[config.mk]
export PLATFORM = sky130hd
export DESIGN_NAME = interrupt_controller_flat
export DESIGN_NICKNAME = d
export VERILOG_FILES = /design/src/rtl/interrupt_controller_if.sv /design/src/rtl/interrupt_controller.sv /design/src/flat_wrapper.sv
export SDC_FILE = /design/constraint.sdc
export NUM_CORES = 1
export LEC_CHECK = 0
export ABC_AREA = 1
export ABC_CLOCK_PERIOD_IN_PS = 1310
export CORE_MARGIN = 2
export CORE_UTILIZATION = 45
export DETAILED_ROUTE_END_ITERATION = 10
export HOLD_SLACK_MARGIN = 0.12
export PLACE_DENSITY = 0.72
export SLEW_MARGIN = 10
export SYNTH_ARGS = -nofsm -noshare
export SYNTH_HDL_FRONTEND = slang
export SYNTH_SLANG_ARGS = --single-unit
[constraint.sdc]
create_clock -name clock -period 1.31 [get_ports clock]
set_input_delay 0.131 -clock clock [delete_from_list [all_inputs] [get_ports clock]]
set_output_delay 0.131 -clock clock [all_outputs]
set_load 0.05 [all_outputs]
[src/rtl/interrupt_controller_if.sv]
// Hazard-unit handshake and configuration bus for interrupt_controller.
// The master side is the hazard unit plus the configuration host.
// The slave side is the interrupt controller.
interface interrupt_controller_if #(
  parameter int NUM_IRQ = 8
);
  logic [2:0]         control_state;
  logic               reti;
  logic               cfg_we;
  logic [1:0]         cfg_addr;
  logic [NUM_IRQ-1:0] cfg_wdata;
  logic [NUM_IRQ-1:0] cfg_rdata;
  logic               interrupt;
  logic [13:0]        interrupt_vector_address;
  logic               in_service;

  modport master (
    output control_state, reti, cfg_we, cfg_addr, cfg_wdata,
    input  cfg_rdata, interrupt, interrupt_vector_address, in_service
  );

  modport slave (
    input  control_state, reti, cfg_we, cfg_addr, cfg_wdata,
    output cfg_rdata, interrupt, interrupt_vector_address, in_service
  );
endinterface

[src/rtl/interrupt_controller.sv]
// Prioritised, non-nesting interrupt controller feeding the hazard unit.
// External lines are synchronised and latched into pending bits.
// Pending bits are then masked, and the lowest eligible index is requested.
// The request is held until the hazard unit takes it.
// No further request is raised until return-from-interrupt.
// Optional macro IRQ_LEVEL_EN: lines become level-sensitive (no edge detector).
module interrupt_controller #(
  parameter int          NUM_IRQ       = 8,
  parameter logic [13:0] VECTOR_BASE   = 14'h0010,
  parameter int          VECTOR_STRIDE = 4
) (
  input  logic                  clock,
  input  logic                  nreset,
  input  logic [NUM_IRQ-1:0]    irq_lines,
  interrupt_controller_if.slave bus
);

  typedef enum logic [1:0] {
    IDLE       = 2'd0,
    REQUEST    = 2'd1,
    IN_SERVICE = 2'd2
  } state_t;

  state_t             state, state_next;
  logic [2:0]         sel_id, sel_id_next;
  logic [13:0]        vector, vector_next;
  logic [NUM_IRQ-1:0] mask;
  logic [NUM_IRQ-1:0] pending;
  logic [NUM_IRQ-1:0] eligible;
  logic [NUM_IRQ-1:0] sw_set;
  logic [NUM_IRQ-1:0] clr_bits;
  logic [NUM_IRQ-1:0] sync1, sync2;
  logic               global_en;
  logic               wr_mask, wr_clear, wr_gen, wr_set;
  logic               take, keep_req, any_eligible;
  logic [2:0]         winner;
  logic [7:0]         pending8, mask8;

  assign wr_mask  = bus.cfg_we && (bus.cfg_addr == 2'd0);
  assign wr_clear = bus.cfg_we && (bus.cfg_addr == 2'd1);
  assign wr_gen   = bus.cfg_we && (bus.cfg_addr == 2'd2);
  assign wr_set   = bus.cfg_we && (bus.cfg_addr == 2'd3);

  // A take is only meaningful while a request is outstanding.
  assign take     = (state == REQUEST) && (bus.control_state == 3'h2);

  assign pending8 = 8'(pending);
  assign mask8    = 8'(mask);
  assign keep_req = pending8[sel_id] & mask8[sel_id] & global_en;

  assign sw_set   = wr_set ? bus.cfg_wdata : '0;
  assign clr_bits = (wr_clear ? bus.cfg_wdata : '0)
                  | (take ? NUM_IRQ'(8'h01 << sel_id) : '0);

  assign eligible     = global_en ? (pending & mask) : '0;
  assign any_eligible = |eligible;

`ifdef IRQ_LEVEL_EN
  logic [NUM_IRQ-1:0] sw_pending;

  // Two-flop synchroniser; the synchronised level is itself the hardware request.
  always_ff @(posedge clock or negedge nreset) begin
    if (!nreset) begin
      sync1 <= '0;
      sync2 <= '0;
    end else begin
      sync1 <= irq_lines;
      sync2 <= sync1;
    end
  end

  // Software-set bits; a set in the same cycle as a clear wins.
  always_ff @(posedge clock or negedge nreset) begin
    if (!nreset) sw_pending <= '0;
    else         sw_pending <= (sw_pending & ~clr_bits) | sw_set;
  end

  assign pending = sync2 | sw_pending;
`else
  logic [NUM_IRQ-1:0] sync3;
  logic [NUM_IRQ-1:0] edges;

  // Two-flop synchroniser plus a history flop for rising-edge detection.
  always_ff @(posedge clock or negedge nreset) begin
    if (!nreset) begin
      sync1 <= '0;
      sync2 <= '0;
      sync3 <= '0;
    end else begin
      sync1 <= irq_lines;
      sync2 <= sync1;
      sync3 <= sync2;
    end
  end

  assign edges = sync2 & ~sync3;

  // Pending latch; a new edge or software set beats a W1C or take clear in the same cycle.
  always_ff @(posedge clock or negedge nreset) begin
    if (!nreset) pending <= '0;
    else         pending <= (pending & ~clr_bits) | edges | sw_set;
  end
`endif

  // Mask and global-enable configuration registers.
  always_ff @(posedge clock or negedge nreset) begin
    if (!nreset) begin
      mask      <= '0;
      global_en <= 1'b0;
    end else begin
      if (wr_mask) mask      <= bus.cfg_wdata;
      if (wr_gen)  global_en <= bus.cfg_wdata[0];
    end
  end

  // Fixed priority: lowest eligible index wins, so scan from the top down.
  always_comb begin
    winner = 3'd0;
    for (int i = NUM_IRQ - 1; i >= 0; i--) begin
      if (eligible[i]) winner = 3'(i);
    end
  end

  // FSM state, latched id and vector registers.
  always_ff @(posedge clock or negedge nreset) begin
    if (!nreset) begin
      state  <= IDLE;
      sel_id <= 3'd0;
      vector <= 14'd0;
    end else begin
      state  <= state_next;
      sel_id <= sel_id_next;
      vector <= vector_next;
    end
  end

  // Next-state logic; id and vector are captured only on entry to REQUEST.
  always_comb begin
    state_next  = state;
    sel_id_next = sel_id;
    vector_next = vector;
    case (state)
      IDLE: begin
        if (any_eligible) begin
          sel_id_next = winner;
          vector_next = VECTOR_BASE + 14'(winner) * 14'(VECTOR_STRIDE);
          state_next  = REQUEST;
        end
      end
      REQUEST: begin
        if (take)           state_next = IN_SERVICE;
        else if (!keep_req) state_next = IDLE;
      end
      IN_SERVICE: begin
        if (bus.reti) state_next = IDLE;
      end
      default: state_next = IDLE;
    endcase
  end

  // Combinational register read-back.
  always_comb begin
    bus.cfg_rdata = '0;
    case (bus.cfg_addr)
      2'd0:    bus.cfg_rdata = mask;
      2'd1:    bus.cfg_rdata = pending;
      2'd2:    bus.cfg_rdata = NUM_IRQ'({sel_id, state});
      default: bus.cfg_rdata = '0;
    endcase
  end

  assign bus.interrupt                = (state == REQUEST);
  assign bus.in_service               = (state == IN_SERVICE);
  assign bus.interrupt_vector_address = vector;

endmodule
[src/flat_wrapper.sv]
// flat-port wrapper written by rule: the top's interface ports become plain ports
module interrupt_controller_flat 
#(
  parameter int          NUM_IRQ       = 8,
  parameter logic [13:0] VECTOR_BASE   = 14'h0010,
  parameter int          VECTOR_STRIDE = 4
)
  (clock, nreset, irq_lines, bus_control_state, bus_reti, bus_cfg_we, bus_cfg_addr, bus_cfg_wdata, bus_cfg_rdata, bus_interrupt, bus_interrupt_vector_address, bus_in_service);
  interrupt_controller_if #(.NUM_IRQ(NUM_IRQ)) bus_i ();
  input  logic clock;
  input  logic nreset;
  input  logic [NUM_IRQ-1:0] irq_lines;
  input wire logic [$bits(bus_i.control_state)-1:0] bus_control_state;
  input wire logic [$bits(bus_i.reti)-1:0] bus_reti;
  input wire logic [$bits(bus_i.cfg_we)-1:0] bus_cfg_we;
  input wire logic [$bits(bus_i.cfg_addr)-1:0] bus_cfg_addr;
  input wire logic [$bits(bus_i.cfg_wdata)-1:0] bus_cfg_wdata;
  output wire logic [$bits(bus_i.cfg_rdata)-1:0] bus_cfg_rdata;
  output wire logic [$bits(bus_i.interrupt)-1:0] bus_interrupt;
  output wire logic [$bits(bus_i.interrupt_vector_address)-1:0] bus_interrupt_vector_address;
  output wire logic [$bits(bus_i.in_service)-1:0] bus_in_service;
  assign bus_i.control_state = bus_control_state;
  assign bus_i.reti = bus_reti;
  assign bus_i.cfg_we = bus_cfg_we;
  assign bus_i.cfg_addr = bus_cfg_addr;
  assign bus_i.cfg_wdata = bus_cfg_wdata;
  assign bus_cfg_rdata = bus_i.cfg_rdata;
  assign bus_interrupt = bus_i.interrupt;
  assign bus_interrupt_vector_address = bus_i.interrupt_vector_address;
  assign bus_in_service = bus_i.in_service;
  interrupt_controller #(.NUM_IRQ(NUM_IRQ), .VECTOR_BASE(VECTOR_BASE), .VECTOR_STRIDE(VECTOR_STRIDE)) u_core (.clock(clock), .nreset(nreset), .irq_lines(irq_lines), .bus(bus_i));
endmodule
==> flow_metrics.py, run 1 <==
metrics = {
    "run_status": {
        "status": "finished with violations",
        "violations": "negative setup slack",
    },
    "yosys": {
        "avgSynthCellArea_um2": 8.39,
        "synth_cell_types": 24,
        "synth_seq_area_share": 0.531,
        "synth_cells": 264,
        "syn-cell-area_mm2": 0.00222,
        "yosys_warnings": 0,
        "ys_ff_latch": 47,
    },
    "placement": {
        "dp_worst_setup_slack_ns": -0.267,
        "dp_hpwl_um": 3750,
        "gp_congestion": 0.897,
        "port_buffers": 38,
        "place_inst": 382,
    },
    "clock_network": {
        "cts_buffers": 5,
        "root_buffer": "clkbuf_8",
        "h-tree-depth": 2,
        "insertion_delay_ns": 0.30,
        "cts_buffer_depth": 2,
        "cts_tree": "built",
        "cts.sinks": 47,
        "clkSlewWorstSetupHoldPaths_ns": 0.08,
    },
    "pwr": {
        "p_leak_nw": 1.59,
        "powerDensity_mw_per_mm2": 1610,
        "peakVddDrop_mv": 0.817,
    },
    "detailed_routing": {
        "wl_per_cell_um": 14.3,
        "vias": 2070,
        "dr.pass1.iters": 4,
        "vias_per_cell": 5.02,
        "ant_nets": 0,
        "totalWireLength_um": 5910,
        "drcViolationCount": 0,
        "drtIter0Drc": 226,
    },
    "floorplan": {
        "core_mm2": 0.00472,
        "placementRows": 25,
        "die_x_um": 74.2,
        "ios": 49,
        "die_area_mm2": 0.00550,
        "die_h_um": 74.2,
        "initial_core_util": 0.469,
    },
    "critical_path": {
        "worst-path-max-fanout": 2,
        "crit_path_end_kind": "output port",
        "worstPathRequired_ns": 1.18,
        "slowest_delay_ns": 0.43,
        "slowest_stage": "dfrtp_2",
        "worst-setup-path-type": "reg2out",
        "start_kind": "register",
        "critical_path.top_delay_family": "flip-flops",
        "cp_num_buf_inv": 2,
        "worstPathCellList": "inv_4, o211ai_1, clkbuf_16",
        "worstPathArrival_ns": 1.27,
    },
    "sta": {
        "timing.hold.ws_ns": 0.260,
        "period_needed_ns": 1.40,
        "tns_ns": -0.283,
        "final_hold_viol_count": 0,
        "finalClockSkew_ns": 0.00430,
        "rsz0062_at_grt": "true",
        "timing.final.ws_setup_ns": -0.0895,
        "final.period_utilization": 1.07,
        "maxSlewViolCount": 0,
        "max_freq_mhz": 715,
        "setup_viol": 6,
    },
    "global_routing": {
        "grt_pass1_vias": 1880,
        "grt_max_degree": 48,
        "antenna_found_initial": 0,
        "grt-ovfl-total": 0,
        "grt_pass1_wl_um": 8730,
        "grt_usage": 0.213,
    },
    "worst_hold_path": {
        "hold_class": "in2reg",
    },
    "final_layout": {
        "fillers": 325,
        "seq_area_mm2": 0.00118,
        "layoutNonFillerInstCount": 412,
        "most-common-layout-cells": "66 x nand2_1, 41 x dfrtp_1, 28 x buf_4",
        "final_common_cell": "nand2_1",
        "layout-drive-gt1-share": 0.345,
        "diodes": 0,
        "multi_input_area_mm2": 0.00103,
        "syn_to_final_growth_pct": 53.8,
        "nets": 369,
    },
    "run": {
        "maxCapViolCount": 0,
    },
}
routing by layer:
metal  vias to the layer above  wire (um)  GRT usage
met4                         0        127     0.0909
met5                         -          0          0
met3                        15        563     0.0650
li1                        984          -          -
met1                       952       2400      0.297
met2                       119       2820      0.310
report_power, final:
group          total, mW  switching, mW  leakage [nW]  internal (mW)
clock              0.830          0.455        0.0422          0.375
combinational       2.80           1.56          1.01           1.25
sequential          1.86          0.212         0.535           1.65
kinds of logic (layout without fill, tap and decap cells):
group,Yosys count,count (layout),synth area share
AND/OR/NAND/NOR,136,136,0.270
buffers and inverters,50,122,0.111
flip-flops,47,47,0.531
AO/OA/AOI/OAI,29,29,0.0807
other,1,10,0.00169
multiplexers,1,1,0.00508
area by class of cell:
class | count | share of cell area
sequential | 47 | 0.347
tap | 67 | 0.0246
clock buffer | 7 | 0.0224
clock inverter | 1 | 0.00147
inverter | 35 | 0.0408
multi-input combinational | 176 | 0.302
timing repair buffer | 79 | 0.262
worst register-to-register path, cell delays in order, from the launching register on:
cell and delay [ns]:
dfrtp_2 0.45, inv_6 0.07, buf_6 0.13, buf_6 0.13, nand3_1 0.09, nand4_1 0.11
nand2_1 0.06, nand2_1 0.08, nand3_1 0.08, nand2_1 0.06
registers in the layout, summed over array words and instances (netlist names):
name                                 count
u_core.pending                           8
u_core.sync1                             8
u_core.sync2                             8
u_core.bus.interrupt_vector_address      1
u_core.mask                              8
u_core.global_en                         1
u_core.state                             2
u_core.sel_id                            3
u_core.sync3                             8
metrics by stage:
step / cell area (um^2) / util / total power, mW
6_report: 3410 / 0.721 / 5.49
4_1_cts: 3150 / 0.667 / 5.14
3_3_place_gp: 2930 / 0.620 / 4.02
2_1_floorplan: 2290 / - / 3.14
5_1_grt: 3410 / 0.721 / 5.79
3_5_place_dp: 2930 / 0.620 / 4.05
timing repair:
item	in CTS	in global routing
gates resized for setup	19	49
endpoints found under the setup margin	10	21
hold endpoints to repair	47	0
hold buffers	1	0
buffers inserted	9	13
pin swaps	3	14
worst paths after layout:
kind	slack, ns	cells after the start	to	start
setup / recovery	-0.09	3	bus_cfg_rdata[2]	u_core.sel_id[0]$_DFFE_PN0P_
hold / removal	0.26	1	u_core.sync1[0]$_DFF_PN0_	irq_lines[0]
setup reg to reg	0	9	u_core.state[0]$_DFFE_PN0P_	u_core.sel_id[1]$_DFFE_PN0P_
hold reg to reg	0.35	0	u_core.sync2[0]$_DFF_PN0_	u_core.sync1[0]$_DFF_PN0_
max in group asynchronous	0.74	3	u_core.sel_id[2]$_DFFE_PN0P_	nreset
min in group asynchronous	0.33	3	u_core.sync1[5]$_DFF_PN0_	nreset
synth_stat cells:
master | n | area share
nand2_1 | 73 | 0.12
dfrtp_1 | 47 | 0.53
nand3_1 | 32 | 0.072
inv_1 | 29 | 0.049
nor2_1 | 15 | 0.025
buf_4 | 11 | 0.037
o21ai_1 | 11 | 0.025
o211ai_1 | 8 | 0.027
inv_2 | 6 | 0.010
nor2_2 | 6 | 0.017
nand2_2 | 4 | 0.011
a21oi_1 | 3 | 0.0068
o21ai_0 | 3 | 0.0068
buf_2 | 2 | 0.0045
buf_6 | 2 | 0.010
nand4_1 | 2 | 0.0056
nor2_4 | 2 | 0.010
o221ai_1 | 2 | 0.0079
a22o_1 | 1 | 0.0040
and3_1 | 1 | 0.0028
conb_1 | 1 | 0.0017
mux2_2 | 1 | 0.0051
nor3_1 | 1 | 0.0023
o31ai_1 | 1 | 0.0034
No activity file was read; power rests on OpenSTA's default activity.
==> inputs of run 2 (changes only) <==
--- a/config.mk
+++ b/config.mk
@@ -12,7 +12,7 @@
 export DETAILED_ROUTE_END_ITERATION = 10
 export HOLD_SLACK_MARGIN = 0.12
 export PLACE_DENSITY = 0.72
-export SLEW_MARGIN = 10
+export SKIP_LAST_GASP = 1
 export SYNTH_ARGS = -nofsm -noshare
 export SYNTH_HDL_FRONTEND = slang
 export SYNTH_SLANG_ARGS = --single-unit
==> run 2 against run 1 <==
  * The flow still finishes with violations (negative setup slack)
  * First-iteration DRC count decreased by 16%
  * Core utilization decreased by 0.42 points
  * Sequential share of layout area increased by 0.21 points
  * Setup slack got worse by 0.0018 ns
  * Routed wire length decreased by 0.74%
  * Design area decreased by 0.59%
  * Combinational power about the same
  * Global-route usage about the same
  * Hold slack improved by 0.0012 ns
  * Critical path depth unchanged
  * Maximum frequency decreased by 0.13%
  * Critical endpoint is now bus_cfg_rdata[0]
  * Largest cell class unchanged
==> flow_metrics.py, run 2 (synthesized netlist as in run 1, its figures left out) <==
metrics = {
    "final_layout": {
        "final_common_cell": "nand2_1",
        "fin_util": 0.717,
        "syn_to_final_growth_pct": 52.9,
        "most-common-layout-cells": "67 x nand2_1, 41 x dfrtp_1, 33 x buf_4",
        "nets": 372,
        "layoutNonFillerInstCount": 415,
        "layout-drive-gt1-share": 0.342,
        "diodes": 0,
    },
    "sta": {
        "max_freq_mhz": 714,
        "finalClockSkew_ns": 0.00383,
        "rsz0062_at_grt": "true",
        "period_needed_ns": 1.40,
        "final.period_utilization": 1.07,
        "final_hold_viol_count": 0,
        "timing.final.ws_setup_ns": -0.0913,
        "setup_viol": 5,
        "maxSlewViolCount": 0,
    },
    "placement": {
        "place_inst": 382,
        "gp_congestion": 0.897,
        "dp_hpwl_um": 3750,
        "port_buffers": 38,
        "dp_worst_setup_slack_ns": -0.267,
    },
    "critical_path": {
        "slowest_delay_ns": 0.38,
        "start_kind": "register",
        "worstPathRequired_ns": 1.18,
        "r2r_slack_ns": -0.01,
        "crit_end": "bus_cfg_rdata[0]",
        "worstPathArrival_ns": 1.27,
        "worst-setup-path-type": "reg2out",
        "ff2ff_path_depth": 8,
        "slowest_stage": "dfrtp_1",
        "r2r_start": "u_core.sel_id[0]$_DFFE_PN0P_",
        "worst-path-max-fanout": 2,
        "crit_path_end_kind": "output port",
        "worstPathCellList": "inv_2, o211ai_1, clkbuf_16",
        "worstReg2RegEnd": "u_core.state[0]$_DFFE_PN0P_",
        "crit_start": "u_core.state[0]$_DFFE_PN0P_",
    },
    "detailed_routing": {
        "totalWireLength_um": 5870,
        "drcViolationCount": 0,
        "wl_per_cell_um": 14.1,
        "vias_per_cell": 4.99,
        "ant_nets": 0,
        "vias": 2072,
        "dr.pass1.iters": 4,
        "drtIter0Drc": 189,
    },
    "pwr": {
        "powerDensity_mw_per_mm2": 1630,
        "sw_frac_of_total": 0.402,
        "clockPowerShare": 0.151,
        "seq_power_share": 0.337,
        "p_int_mw": 3.29,
        "p_comb_frac": 0.512,
        "peakVddDrop_mv": 0.822,
        "power_switching_mw": 2.21,
        "p_leak_nw": 1.60,
    },
    "global_routing": {
        "grt_pass1_wl_um": 8740,
        "grt_usage": 0.213,
        "grt_max_degree": 48,
        "grt-ovfl-total": 0,
        "grt_pass1_vias": 1878,
        "antenna_found_initial": 0,
    },
    "floorplan": {
        "initial_core_util": 0.469,
        "ios": 49,
        "die_h_um": 74.2,
        "core_mm2": 0.00472,
        "die_area_mm2": 0.00550,
        "placementRows": 25,
        "die_x_um": 74.2,
    },
    "clock_network": {
        "cts_tree": "built",
        "cts_buffers": 5,
        "cts_buffer_depth": 2,
        "cts.sinks": 47,
        "root_buffer": "clkbuf_8",
        "clkSlewWorstSetupHoldPaths_ns": 0.08,
        "h-tree-depth": 2,
        "insertion_delay_ns": 0.30,
    },
    "run": {
        "maxCapViolCount": 0,
    },
    "worst_hold_path": {
        "hold_class": "in2reg",
    },
    "run_status": {
        "violations": "negative setup slack",
        "status": "finished with violations",
    },
}
==> run 2: worst min-delay path by stage <==
stage                 start                                            endpoint  cells past startpoint
5_1_grt        irq_lines[4]                           u_core.sync1[4]$_DFF_PN0_                      1
4_1_cts        irq_lines[3]                           u_core.sync1[3]$_DFF_PN0_                      1
2_1_floorplan        nreset  u_core.bus.interrupt_vector_address[4]$_DFFE_PN0P_                      0
3_3_place_gp         nreset                           u_core.sync1[5]$_DFF_PN0_                      2
6_report       irq_lines[0]                           u_core.sync1[0]$_DFF_PN0_                      1
3_5_place_dp         nreset                           u_core.sync1[5]$_DFF_PN0_                      2
==> run 2: critical path: cells and delay by family (launching register included) <==
kind                   cells  cell delay, ns
DFF                        1            0.38
buffers and inverters      2            0.31
AOI/OAI and AO/OA          1            0.28
==> run 2: stage by stage <==
stage | TNS [ns] | hold WS [ns] | cell area (um^2) | total power, mW
floorplan | -0.822 | -0.165 | 2290 | 3.14
global placement | -3.75 | 0.129 | 2930 | 4.02
detailed placement | -4.40 | 0.132 | 2930 | 4.05
CTS | -0.343 | 0.257 | 3130 | 5.10
global route | -1.01 | 0.258 | 3390 | 5.81
finish | -0.276 | 0.262 | 3390 | 5.50
==> run 2: layout make-up <==
cell class              instances  area, um^2
repair buffers                 82         907
clock buffers                   7        76.3
multi-input cells             176         992
flip-flops and latches         47        1180
fillers                       329        1340
clock inverters                 1        5.00
inverters                      35         139
well taps                      67        83.8
==> run 2: power by group through the flow <==
| stage | sequential (mW) | clock, mW | combinational (mW) |
|---|---|---|---|
| 2_1_floorplan | 2.03 | 0 | 1.12 |
| 3_3_place_gp | 1.92 | 0 | 2.10 |
| 3_5_place_dp | 1.93 | 0 | 2.12 |
| 4_1_cts | 1.84 | 0.851 | 2.42 |
| 5_1_grt | 1.88 | 0.913 | 3.02 |
| 6_report | 1.86 | 0.830 | 2.82 |
==> run 2: routing by layer <==
layer	vias to the layer above	track usage	share of wire
li1	995	-	-
met1	958	0.298	0.41
met2	103	0.310	0.48
met3	16	0.0650	0.083
met4	0	0.0909	0.025
met5	-	0	0
==> run 2: timing repair <==
action | CTS | global route
cloned | 0 | 0
hold buffers | 1 | 0
endpoints found under the setup margin | 10 | 20
resized for setup | 15 | 44
setup buffers | 9 | 16
endpoints found under the hold margin | 47 | 0
pin swaps | 3 | 9
==> inputs of run 3 (changes only) <==
--- a/config.mk
+++ b/config.mk
@@ -7,8 +7,10 @@
 export LEC_CHECK = 0
 export ABC_AREA = 1
 export ABC_CLOCK_PERIOD_IN_PS = 1310
+export CAP_MARGIN = 20
 export CORE_MARGIN = 2
 export CORE_UTILIZATION = 45
+export CTS_CLUSTER_SIZE = 10
 export DETAILED_ROUTE_END_ITERATION = 10
 export HOLD_SLACK_MARGIN = 0.12
 export PLACE_DENSITY = 0.72
==> results of run 3 <==
Final layout, timing and power as in run 2 (identical DEF).
